<file path="src/rtl/i2c_pkg.sv">
// Shared types and constants for the I2C target responder.
package i2c_pkg;

  localparam int BYTE_W = 8;

  localparam logic I2C_ACK  = 1'b0;
  localparam logic I2C_NACK = 1'b1;

  typedef enum logic [3:0] {
    ST_IDLE,
    ST_ADDR,
    ST_ADDR_ACK,
    ST_PTR,
    ST_PTR_ACK,
    ST_WDATA,
    ST_WDATA_ACK,
    ST_RDATA,
    ST_RDATA_ACK,
    ST_IGNORE
  } state_t;

endpackage

</file>
<file path="src/rtl/i2c_line_conditioner.sv">
// Synchronises SCL/SDA, optionally spike-filters them (I2C_SPIKE_FILTER_EN),
// and produces SCL edge and START/STOP pulses from the conditioned levels.
module i2c_line_conditioner (
  input  logic clk,
  input  logic rst,
  input  logic scl_i,
  input  logic sda_i,
  output logic sda,
  output logic scl_rise,
  output logic scl_fall,
  output logic start_det,
  output logic stop_det
);

  logic [1:0] scl_sync;
  logic [1:0] sda_sync;
  logic       scl_lvl;
  logic       sda_lvl;
  logic       scl_prev;
  logic       sda_prev;

  // NOTE: every flop here resets to 1 (idle bus level) so leaving reset never
  // looks like an SDA fall with SCL high, i.e. a spurious START.
  always_ff @(posedge clk or posedge rst) begin
    if (rst) begin
      scl_sync <= 2'b11;
      sda_sync <= 2'b11;
    end else begin
      // NOTE: non-blocking assignments so every flop samples pre-edge values.
      scl_sync <= {scl_sync[0], scl_i};
      sda_sync <= {sda_sync[0], sda_i};
    end
  end

`ifdef I2C_SPIKE_FILTER_EN
  logic [1:0] scl_hist;
  logic [1:0] sda_hist;
  logic       scl_flt;
  logic       sda_flt;

  // A level is accepted only after three equal synchronised samples in a row.
  always_ff @(posedge clk or posedge rst) begin
    if (rst) begin
      scl_hist <= 2'b11;
      sda_hist <= 2'b11;
      scl_flt  <= 1'b1;
      sda_flt  <= 1'b1;
    end else begin
      scl_hist <= {scl_hist[0], scl_sync[1]};
      sda_hist <= {sda_hist[0], sda_sync[1]};
      if (scl_hist == {2{scl_sync[1]}}) scl_flt <= scl_sync[1];
      if (sda_hist == {2{sda_sync[1]}}) sda_flt <= sda_sync[1];
    end
  end

  assign scl_lvl = scl_flt;
  assign sda_lvl = sda_flt;
`else
  assign scl_lvl = scl_sync[1];
  assign sda_lvl = sda_sync[1];
`endif

  always_ff @(posedge clk or posedge rst) begin
    if (rst) begin
      scl_prev <= 1'b1;
      sda_prev <= 1'b1;
    end else begin
      scl_prev <= scl_lvl;
      sda_prev <= sda_lvl;
    end
  end

  assign sda       = sda_lvl;
  assign scl_rise  =  scl_lvl & ~scl_prev;
  assign scl_fall  = ~scl_lvl &  scl_prev;
  // SCL must be high on both samples so an SCL edge is never read as START/STOP.
  assign start_det = scl_lvl & scl_prev &  sda_prev & ~sda_lvl;
  assign stop_det  = scl_lvl & scl_prev & ~sda_prev &  sda_lvl;

endmodule

</file>
<file path="src/rtl/i2c_target_responder.sv">
// I2C target: address match, register pointer, burst write/read to an external bank.
// Optional SCL/SDA spike filter enabled by defining I2C_SPIKE_FILTER_EN.
module i2c_target_responder
  import i2c_pkg::*;
#(
  parameter logic [6:0] DEV_ADDR = 7'h69,
  parameter logic [7:0] PTR_RST  = 8'h00
) (
  input  logic       clk,
  input  logic       rst,
  input  logic       scl_i,
  input  logic       sda_i,
  output logic       sda_oe,
  output logic [7:0] reg_addr,
  output logic [7:0] reg_wdata,
  output logic       reg_we,
  input  logic [7:0] reg_rdata,
  output logic       busy
);

  localparam logic [3:0] BITS_PER_BYTE = 4'(BYTE_W);

  logic       sda;
  logic       scl_rise;
  logic       scl_fall;
  logic       start_det;
  logic       stop_det;

  state_t     state_q;
  state_t     state_d;
  logic       sda_oe_d;
  logic       busy_d;
  logic [7:0] shift_q;
  logic [3:0] bit_cnt_q;
  logic       ack_q;
  logic       byte_done;
  logic       shift_in_state;

  i2c_line_conditioner u_line (
    .clk       (clk),
    .rst       (rst),
    .scl_i     (scl_i),
    .sda_i     (sda_i),
    .sda       (sda),
    .scl_rise  (scl_rise),
    .scl_fall  (scl_fall),
    .start_det (start_det),
    .stop_det  (stop_det)
  );

  assign byte_done      = (bit_cnt_q == BITS_PER_BYTE);
  assign shift_in_state = (state_q == ST_ADDR) || (state_q == ST_PTR) || (state_q == ST_WDATA);

  always_ff @(posedge clk or posedge rst) begin
    if (rst) begin
      state_q <= ST_IDLE;
      sda_oe  <= 1'b0;
      busy    <= 1'b0;
    end else begin
      state_q <= state_d;
      sda_oe  <= sda_oe_d;
      busy    <= busy_d;
    end
  end

  // SDA drive only changes on SCL fall (or STOP/START); the line is released in every
  // non-ACK slot except read data, where the bit is driven as ~bit.
  always_comb begin
    // NOTE: defaults first so no path leaves an output unassigned (no latch).
    state_d  = state_q;
    sda_oe_d = sda_oe;
    busy_d   = busy;
    if (stop_det) begin
      state_d  = ST_IDLE;
      sda_oe_d = 1'b0;
      busy_d   = 1'b0;
    end else if (start_det) begin
      state_d  = ST_ADDR;
      sda_oe_d = 1'b0;
    end else if (scl_fall) begin
      unique case (state_q)
        ST_ADDR: begin
          if (byte_done) begin
            if (shift_q[7:1] == DEV_ADDR) begin
              state_d  = ST_ADDR_ACK;
              sda_oe_d = ~I2C_ACK;
              busy_d   = 1'b1;
            end else begin
              state_d = ST_IGNORE;
            end
          end
        end
        ST_ADDR_ACK: begin
          if (shift_q[0]) begin
            state_d  = ST_RDATA;
            sda_oe_d = ~reg_rdata[7];
          end else begin
            state_d  = ST_PTR;
            sda_oe_d = 1'b0;
          end
        end
        ST_PTR: begin
          if (byte_done) begin
            state_d  = ST_PTR_ACK;
            sda_oe_d = ~I2C_ACK;
          end
        end
        ST_PTR_ACK, ST_WDATA_ACK: begin
          state_d  = ST_WDATA;
          sda_oe_d = 1'b0;
        end
        ST_WDATA: begin
          if (byte_done) begin
            state_d  = ST_WDATA_ACK;
            sda_oe_d = ~I2C_ACK;
          end
        end
        ST_RDATA: begin
          if (byte_done) begin
            state_d  = ST_RDATA_ACK;
            sda_oe_d = 1'b0;
          end else begin
            sda_oe_d = ~shift_q[6];
          end
        end
        ST_RDATA_ACK: begin
          if (ack_q == I2C_ACK) begin
            state_d  = ST_RDATA;
            sda_oe_d = ~reg_rdata[7];
          end else begin
            state_d  = ST_IGNORE;
            sda_oe_d = 1'b0;
          end
        end
        default: ;
      endcase
    end
  end

  always_ff @(posedge clk or posedge rst) begin
    if (rst) begin
      shift_q   <= 8'h00;
      bit_cnt_q <= 4'd0;
      ack_q     <= I2C_NACK;
      reg_addr  <= PTR_RST;
      reg_wdata <= 8'h00;
      reg_we    <= 1'b0;
    end else begin
      reg_we <= 1'b0;
      if (start_det || stop_det) begin
        bit_cnt_q <= 4'd0;
      end else if (scl_rise) begin
        if (shift_in_state && !byte_done) begin
          shift_q   <= {shift_q[6:0], sda};
          bit_cnt_q <= bit_cnt_q + 4'd1;
          if (state_q == ST_WDATA && bit_cnt_q == BITS_PER_BYTE - 4'd1) begin
            reg_wdata <= {shift_q[6:0], sda};
            reg_we    <= 1'b1;
          end
        end
        if (state_q == ST_RDATA && !byte_done) bit_cnt_q <= bit_cnt_q + 4'd1;
        // Advance before the ACK-slot fall so reg_rdata is already the next byte at reload.
        if (state_q == ST_RDATA_ACK) begin
          ack_q <= sda;
          if (sda == I2C_ACK) reg_addr <= reg_addr + 8'd1;
        end
      end else if (scl_fall) begin
        if (state_d != state_q) bit_cnt_q <= 4'd0;
        if (state_d == ST_RDATA && state_q != ST_RDATA) shift_q <= reg_rdata;
        if (state_q == ST_RDATA && state_d == ST_RDATA) shift_q <= {shift_q[6:0], 1'b0};
        if (state_q == ST_PTR && state_d == ST_PTR_ACK) reg_addr <= shift_q;
        if (state_q == ST_WDATA_ACK) reg_addr <= reg_addr + 8'd1;
      end
    end
  end

endmodule

</file>
<file path="config.mk">
export PLATFORM = sky130hd
export DESIGN_NAME = i2c_target_responder
export DESIGN_NICKNAME = d
export VERILOG_FILES = /design/src/rtl/i2c_pkg.sv /design/src/rtl/i2c_line_conditioner.sv /design/src/rtl/i2c_target_responder.sv
export SDC_FILE = /design/constraint.sdc
export NUM_CORES = 1
export LEC_CHECK = 0
export CAP_MARGIN = 15
export CORE_MARGIN = 3
export CORE_UTILIZATION = 25
export DETAILED_ROUTE_END_ITERATION = 10
export GPL_TIMING_DRIVEN = 0
export HOLD_SLACK_MARGIN = 0.15
export PLACE_DENSITY = 0.41
export SLEW_MARGIN = 20
export SYNTH_ARGS = -nofsm -noshare
export SYNTH_HDL_FRONTEND = slang
export SYNTH_HIERARCHICAL = 1
export SYNTH_SLANG_ARGS = --single-unit
</file>
<file path="constraint.sdc">
create_clock -name clk -period 4.3 [get_ports clk]
set_input_delay 0.86 -clock clk [delete_from_list [all_inputs] [get_ports clk]]
set_output_delay 0.86 -clock clk [all_outputs]
set_load 0.05 [all_outputs]
</file>
# Word-level counts from Yosys, hierarchy flattened
# Index checks and enable logic that the tools add are counted.
[word_totals]
reg_bits = 42
output_inout_bits = 19
inputBits = 12
[classes]
muxes = 46
bitwise = 14
eq_ne = 23
add_sub_neg = 2
n_reduce_logical = 30
[op_table]
columns = ["op", "count"]
rows = [
  ["8-bit 2-to-1 mux", 11],
  ["4-bit 2-to-1 mux", 15],
  ["4-bit by 3-bit equality test with 1-bit output (second input constant)", 7],
  ["4-bit one-hot mux with 7 select lines", 1],
  ["1-bit 2-to-1 mux", 17],
  ["5-bit AND reduction", 3],
  ["3-bit nonzero test", 5],
  ["2-bit nonzero test", 5],
  ["8-bit by 1-bit adder with 8-bit output (second input constant)", 1],
  ["4-bit by 2-bit equality test with 1-bit output (second input constant)", 2],
  ["4-bit equality test (second input constant)", 2],
  ["4-bit by 1-bit != test with 1-bit output (second input constant)", 2],
  ["4-bit by 3-bit != test with 1-bit output (second input constant)", 2],
  ["4-bit AND reduction", 2],
  ["8-bit nonzero test", 1],
  ["1-bit AND", 7],
  ["7-bit equality test (second input constant)", 1],
  ["1-bit NOT", 7],
  ["1-bit logical AND", 6],
  ["2-bit by 1-bit != test with 1-bit output (second input constant)", 3],
  ["1-bit one-hot mux with 6 select lines", 1],
  ["3-bit AND reduction", 2],
  ["4-bit by 1-bit adder with 4-bit output (second input constant)", 1],
  ["4-bit by 1-bit equality test with 1-bit output (second input constant)", 1],
  ["7 further kinds", 10],
]

# Depth between registers and ports, before layout
[depth]
word_depth = 13
ltp_mapped = 9
mapped_depth_nobuf = 8

# Hierarchy
# Netlist, hierarchy kept.
[by_module_without_submodules]
columns = ["mod", "area_per_inst_um2", "n_inst", "cells_per_inst"]
rows = [
  ["i2c_target_responder", 2638.8, 1, 282],
  ["i2c_line_conditioner", 193.9, 1, 11],
]

# Worst setup path before layout
# No wires, ideal clock.
[synth_timing]
path_type = "register to register"
from = "register u_line.sda_sync[1]"
to = "register shift_q[1]"
stages_incl_launch_ff = 8
t_arrival_ns = 2.157
path_slack_ns = 2.004
path_cell_list = "dfstp_2 -> and4b_1 -> nor2_1 -> buf_2 -> nand2_1 -> a2111oi_2 -> a31o_4 -> a41oi_2"
[synth_between]
elab_chain_len = 9
word_cells_on_any_way = 15
cone_classes = "eq/ne: 1; mux: 5; bitwise: 4; reduce/logical: 5"
[synth_lines]
columns = ["item", "line", "rtl"]
rows = [
  ["from (decl)", "i2c_line_conditioner.sv:16", "logic [1:0] sda_sync;"],
  ["from (signal assigned)", "i2c_line_conditioner.sv:31", "sda_sync <= {sda_sync[0], sda_i};"],
  ["1-bit NOT *", "i2c_line_conditioner.sv:77", "assign start_det = scl_lvl & scl_prev & sda_prev & ~sda_lvl;"],
  ["1-bit AND *", "i2c_line_conditioner.sv:77", ""],
  ["net start_det", "i2c_target_responder.sv:26", "logic start_det;"],
  ["4-bit 2-to-1 mux", "i2c_target_responder.sv:77", "end else if (start_det) begin"],
  ["4-bit 2-to-1 mux", "i2c_target_responder.sv:73", "if (stop_det) begin"],
  ["4-bit by 3-bit equality test with 1-bit output", "i2c_target_responder.sv:169, i2c_target_responder.sv:170", ""],
  ["1-bit logical AND", "i2c_target_responder.sv:170", "if (state_q == ST_RDATA && state_d == ST_RDATA) shift_q <= {shift_q[6:0], 1'b0};"],
  ["8-bit 2-to-1 mux", "i2c_target_responder.sv:170", ""],
  ["8-bit 2-to-1 mux", "i2c_target_responder.sv:167", "end else if (scl_fall) begin"],
  ["8-bit 2-to-1 mux", "i2c_target_responder.sv:152", "end else if (scl_rise) begin"],
  ["to (signal assigned)", "i2c_target_responder.sv:154", "shift_q <= {shift_q[6:0], sda};"],
  ["to (signal assigned)", "i2c_target_responder.sv:169", "if (state_d == ST_RDATA && state_q != ST_RDATA) shift_q <= reg_rdata;"],
  ["to (signal assigned)", "i2c_target_responder.sv:170", ""],
  ["to (decl)", "i2c_target_responder.sv:33", "logic [7:0] shift_q;"],
]
# Mark *: on every way through the listed nets, which the timed path passes. The rest lies on a longest branch. The select of a mux whose other input is x is not followed.
# A chain may end at the register's enable or synchronous reset.

# Worst setup path in the final report
[layout_timing]
from = "register u_line.sda_sync[1]"
to = "register shift_q[7]"
# The elaborated chain is that of the path after synthesis.

==> impl_results.md <==
* Sequential-to-total area share from yosys stat at 0.374
* Drt pass-1 iters at 4
* Crit-path cells: and4b_1 -> nor2_1 -> buf_2 -> nand2_1 -> a2111oi_2 -> a31o_4 -> a41oi_2
* Fraction of layout cells with a size suffix above 1 at 0.196
* Starting Density at 0.259
* Routability cong. at 0.838
* Hpwl dp at roughly 6100 µm
* Drt total wl at 8600 µm
* Critical path arrival at 3.17 ns
* Initial drt markers at 170
* Largest fanout on the critical path at 10
* Worst Path Buf+Inv at 1
* Leakage power at roughly 1.3 nW
* Final hold vios at 0
* RSZ-0062 raised after global routing: no
* Worst ir drop on vdd at 0.212 mV
* Post-Syn Nets at 308
* Number of I/O pins at 31
* TritonCTS clock tree: built
* Final worst-path cycle share at 0.700
* Ant. Diodes at 0
* Mapped Area at 2830 µm²
* Die Wd at 112 µm
* Placed Instances at 464
* Fraction of registers with async set/reset at 1.00
* Number of H-tree levels at 2
* Total grt overflow at 0
* Fmax at 0.332 GHz
* Final ANT Viol Nets at 0
* Post-Syn Area per Cell at 9.67 µm²
* Vias at 2,490
* Hold buffer count at cts at 0
* TNS Setup at 0 ns
* Top post-synthesis cells by area: dfrtp_1 31%, dfstp_2 6.5%, a41oi_2 4.6%, mux2_2 3.2%, nand3_1 3.0%
* Minimum clock period at 3.01 ns
* Global-route wire length before repair at ~14,000 µm
* Crit-path leading delay family: compound AO/OA/AOI/OAI gates
* Post-CTS setup buffers at 0
* Crit path capture type: register
* Reg clk slew, reported paths at 0.07 ns
* Post-route DRC at 0
* Die ar. at 12,600 µm²
* Clk_lat worst skew at 0.29 ns
* Pin count of the biggest net entering global routing at 27
* Nets at 346
* Cell row count at 38
* Max incr delay on CP at between 0.9 and 1 ns
* CTS Buffer Depth at 2
* Clock root buffer: clkbuf_16
* Die height at ~110 µm
* CTS resizes at 0
* Outcome: completed
* Syn. warnings at 6
* Vias in the first global route at 2,506
* Post-synth EDFFs at 0
* Pwr/cell area at 377 nW/µm²
* Leading area contributor after synthesis: dfrtp_1
* Placeable core region at 10,900 µm²
* Number of I/O port buffers at 30
* Clk_skew at 0.00699 ns
* Area Overhead vs Synth at 24.3%
* Yosys reg bits at 42
* Yosys cell types at 68
* Slew Viols, Final at 0
* Slew @ Worst Pin at 1.11 ns
* Most used DFF post-synth: dfrtp_1
* Most frequent cells in the layout: 35 x dfrtp_1, 30 x clkdlybuf4s50_1, 19 x nor2_1, 19 x nand2_1, 17 x nand3_1
* Routed length per instance at 18.2 µm
* CP Class: register to register
* Max Cap Viol at 0
* CTS sink count at between 40 and 50
* CP max-delay cell: a2111oi_2
* Final instance count without filler cells at 472
* Number of endpoints failing setup at the final stage at 0
* Rel. slew slack at 0.259
* Post-synth top area share at 0.309
* Hold Path Class: register to register
* Initial antenna violation count at 0
* Via-to-Cell Ratio at 5.28
* Critical Path RT at 4.46 ns
* Most common cell after layout, fill and taps aside: dfrtp_1
* Crit start category: register
* Num CTS Buffers at 5
* Cells after synthesis at ~290
* Gr usage total at 0.139
-- power by group --
group	internal [mW]	total, mW	switching (mW)
Combinational	0.125	0.294	0.169
Sequential	0.445	0.524	0.0796
Clock	0.334	0.509	0.175
-- worst reg2reg max path: stages (launching register included) --
cell       delay, ns
dfstp_2         0.60
and4b_1         0.24
nor2_1          0.16
buf_2           0.28
nand2_1         0.27
a2111oi_2       0.94
a31o_4          0.29
a41oi_2         0.12
-- metrics by stage --
| step | instance area, µm² | power (mW) | worst slack (ns) | hold slack [ns] | utilization |
|---|---|---|---|---|---|
| finish | 3520 | 1.33 | 1.29 | 0.356 | 0.322 |
| global route | 3520 | 1.40 | 1.15 | 0.362 | 0.322 |
| CTS | 3520 | 1.34 | 1.29 | 0.357 | 0.322 |
| detailed placement | 3330 | 0.826 | 1.29 | 0.347 | 0.304 |
| global placement | 3310 | 0.823 | 1.30 | 0.346 | 0.303 |
| floorplan | 2830 | 0.715 | 2.00 | 0.345 | - |
-- metal layers --
| metal | track usage | share of wire | up-vias |
|---|---|---|---|
| li1 | - | - | 1211 |
| met1 | 0.205 | 0.50 | 1211 |
| met2 | 0.217 | 0.45 | 62 |
| met3 | 0.0183 | 0.046 | 6 |
| met4 | 0.0313 | 0.0085 | 0 |
| met5 | 0 | 0 | - |
-- registers in the layout (all words and copies together) (netlist names) --
| register | cells |
|---|---|
| ack_q | 1 |
| bit_cnt_q | 4 |
| busy | 1 |
| reg_addr | 8 |
| reg_wdata | 8 |
| reg_we | 1 |
| sda_oe | 1 |
| shift_q | 8 |
| state_q | 4 |
| u_line/scl_prev | 1 |
| u_line/scl_sync | 2 |
| u_line/sda_prev | 1 |
| u_line/sda_sync | 2 |
-- layout make-up --
type / instances / area, µm²
Multi-Input combinational cell: 220 / 1630
Sequential cell: 42 / 1060
Clock buffer: 5 / 125
Tap cell: 140 / 175
Fill cell: 1146 / 7410
Buffer: 19 / 93.8
Timing Repair Buffer: 31 / 320
Inverter: 12 / 45.0
Clock inverter: 3 / 68.8
-- worst paths after layout --
kind / endpoint / start / cells after the start / slack (ns)
hold reg to reg: u_line/sda_sync[1] / u_line/sda_sync[0] / 0 / 0.36
hold / removal: u_line/sda_sync[1] / u_line/sda_sync[0] / 0 / 0.36
setup / recovery: shift_q[7] / u_line/sda_sync[1] / 7 / 1.29
max in group asynchronous: reg_addr[2] / rst / 3 / 3.00
min in group asynchronous: busy / rst / 2 / 0.86
setup reg to reg: shift_q[7] / u_line/sda_sync[1] / 7 / 1.29
-- logic make-up (layout without fill, tap and decap cells) --
kind of cell             count (synthesis)  count (layout)  synth area share
multiplexers                            12              12            0.0477
adder cells (fa/ha/maj)                  3               3            0.0133
flip-flops                              42              42             0.374
AO/OA/AOI/OAI                           94              94             0.291
AND/OR/NAND/NOR                        110             110             0.222
XOR/XNOR                                 1               1           0.00309
buffers and inverters                   31              70            0.0490
-- synth_stat cells, drive strengths merged (2+ instances only) --
| cell | instances |
|---|---|
| and4 | 2 |
| buf | 12 |
| inv | 11 |
| nand2 | 19 |
| and3b | 2 |
| a31oi | 3 |
| dfrtp | 35 |
| o31ai | 3 |
| a22oi | 2 |
| nand4b | 4 |
| a21oi | 15 |
| o22ai | 3 |
| o221ai | 2 |
| or2 | 3 |
| a311oi | 9 |
| nand2b | 2 |
| nand3b | 2 |
| a21o | 3 |
| o21bai | 2 |
| and2 | 3 |
| mux2i | 3 |
| o21a | 3 |
| nor3 | 4 |
| nor2 | 20 |
| o211ai | 12 |
| nor2b | 7 |
| or4b | 2 |
| and4b | 2 |
| nand4 | 13 |
| ha | 3 |
| a31o | 2 |
| nand3 | 17 |
| a211oi | 3 |
| a41oi | 10 |
| or3 | 3 |
| a221oi | 2 |
| dfstp | 7 |
| mux2 | 9 |
| o21ai | 13 |
| clkbuf | 7 |
Power figures use the tool's default switching activity.
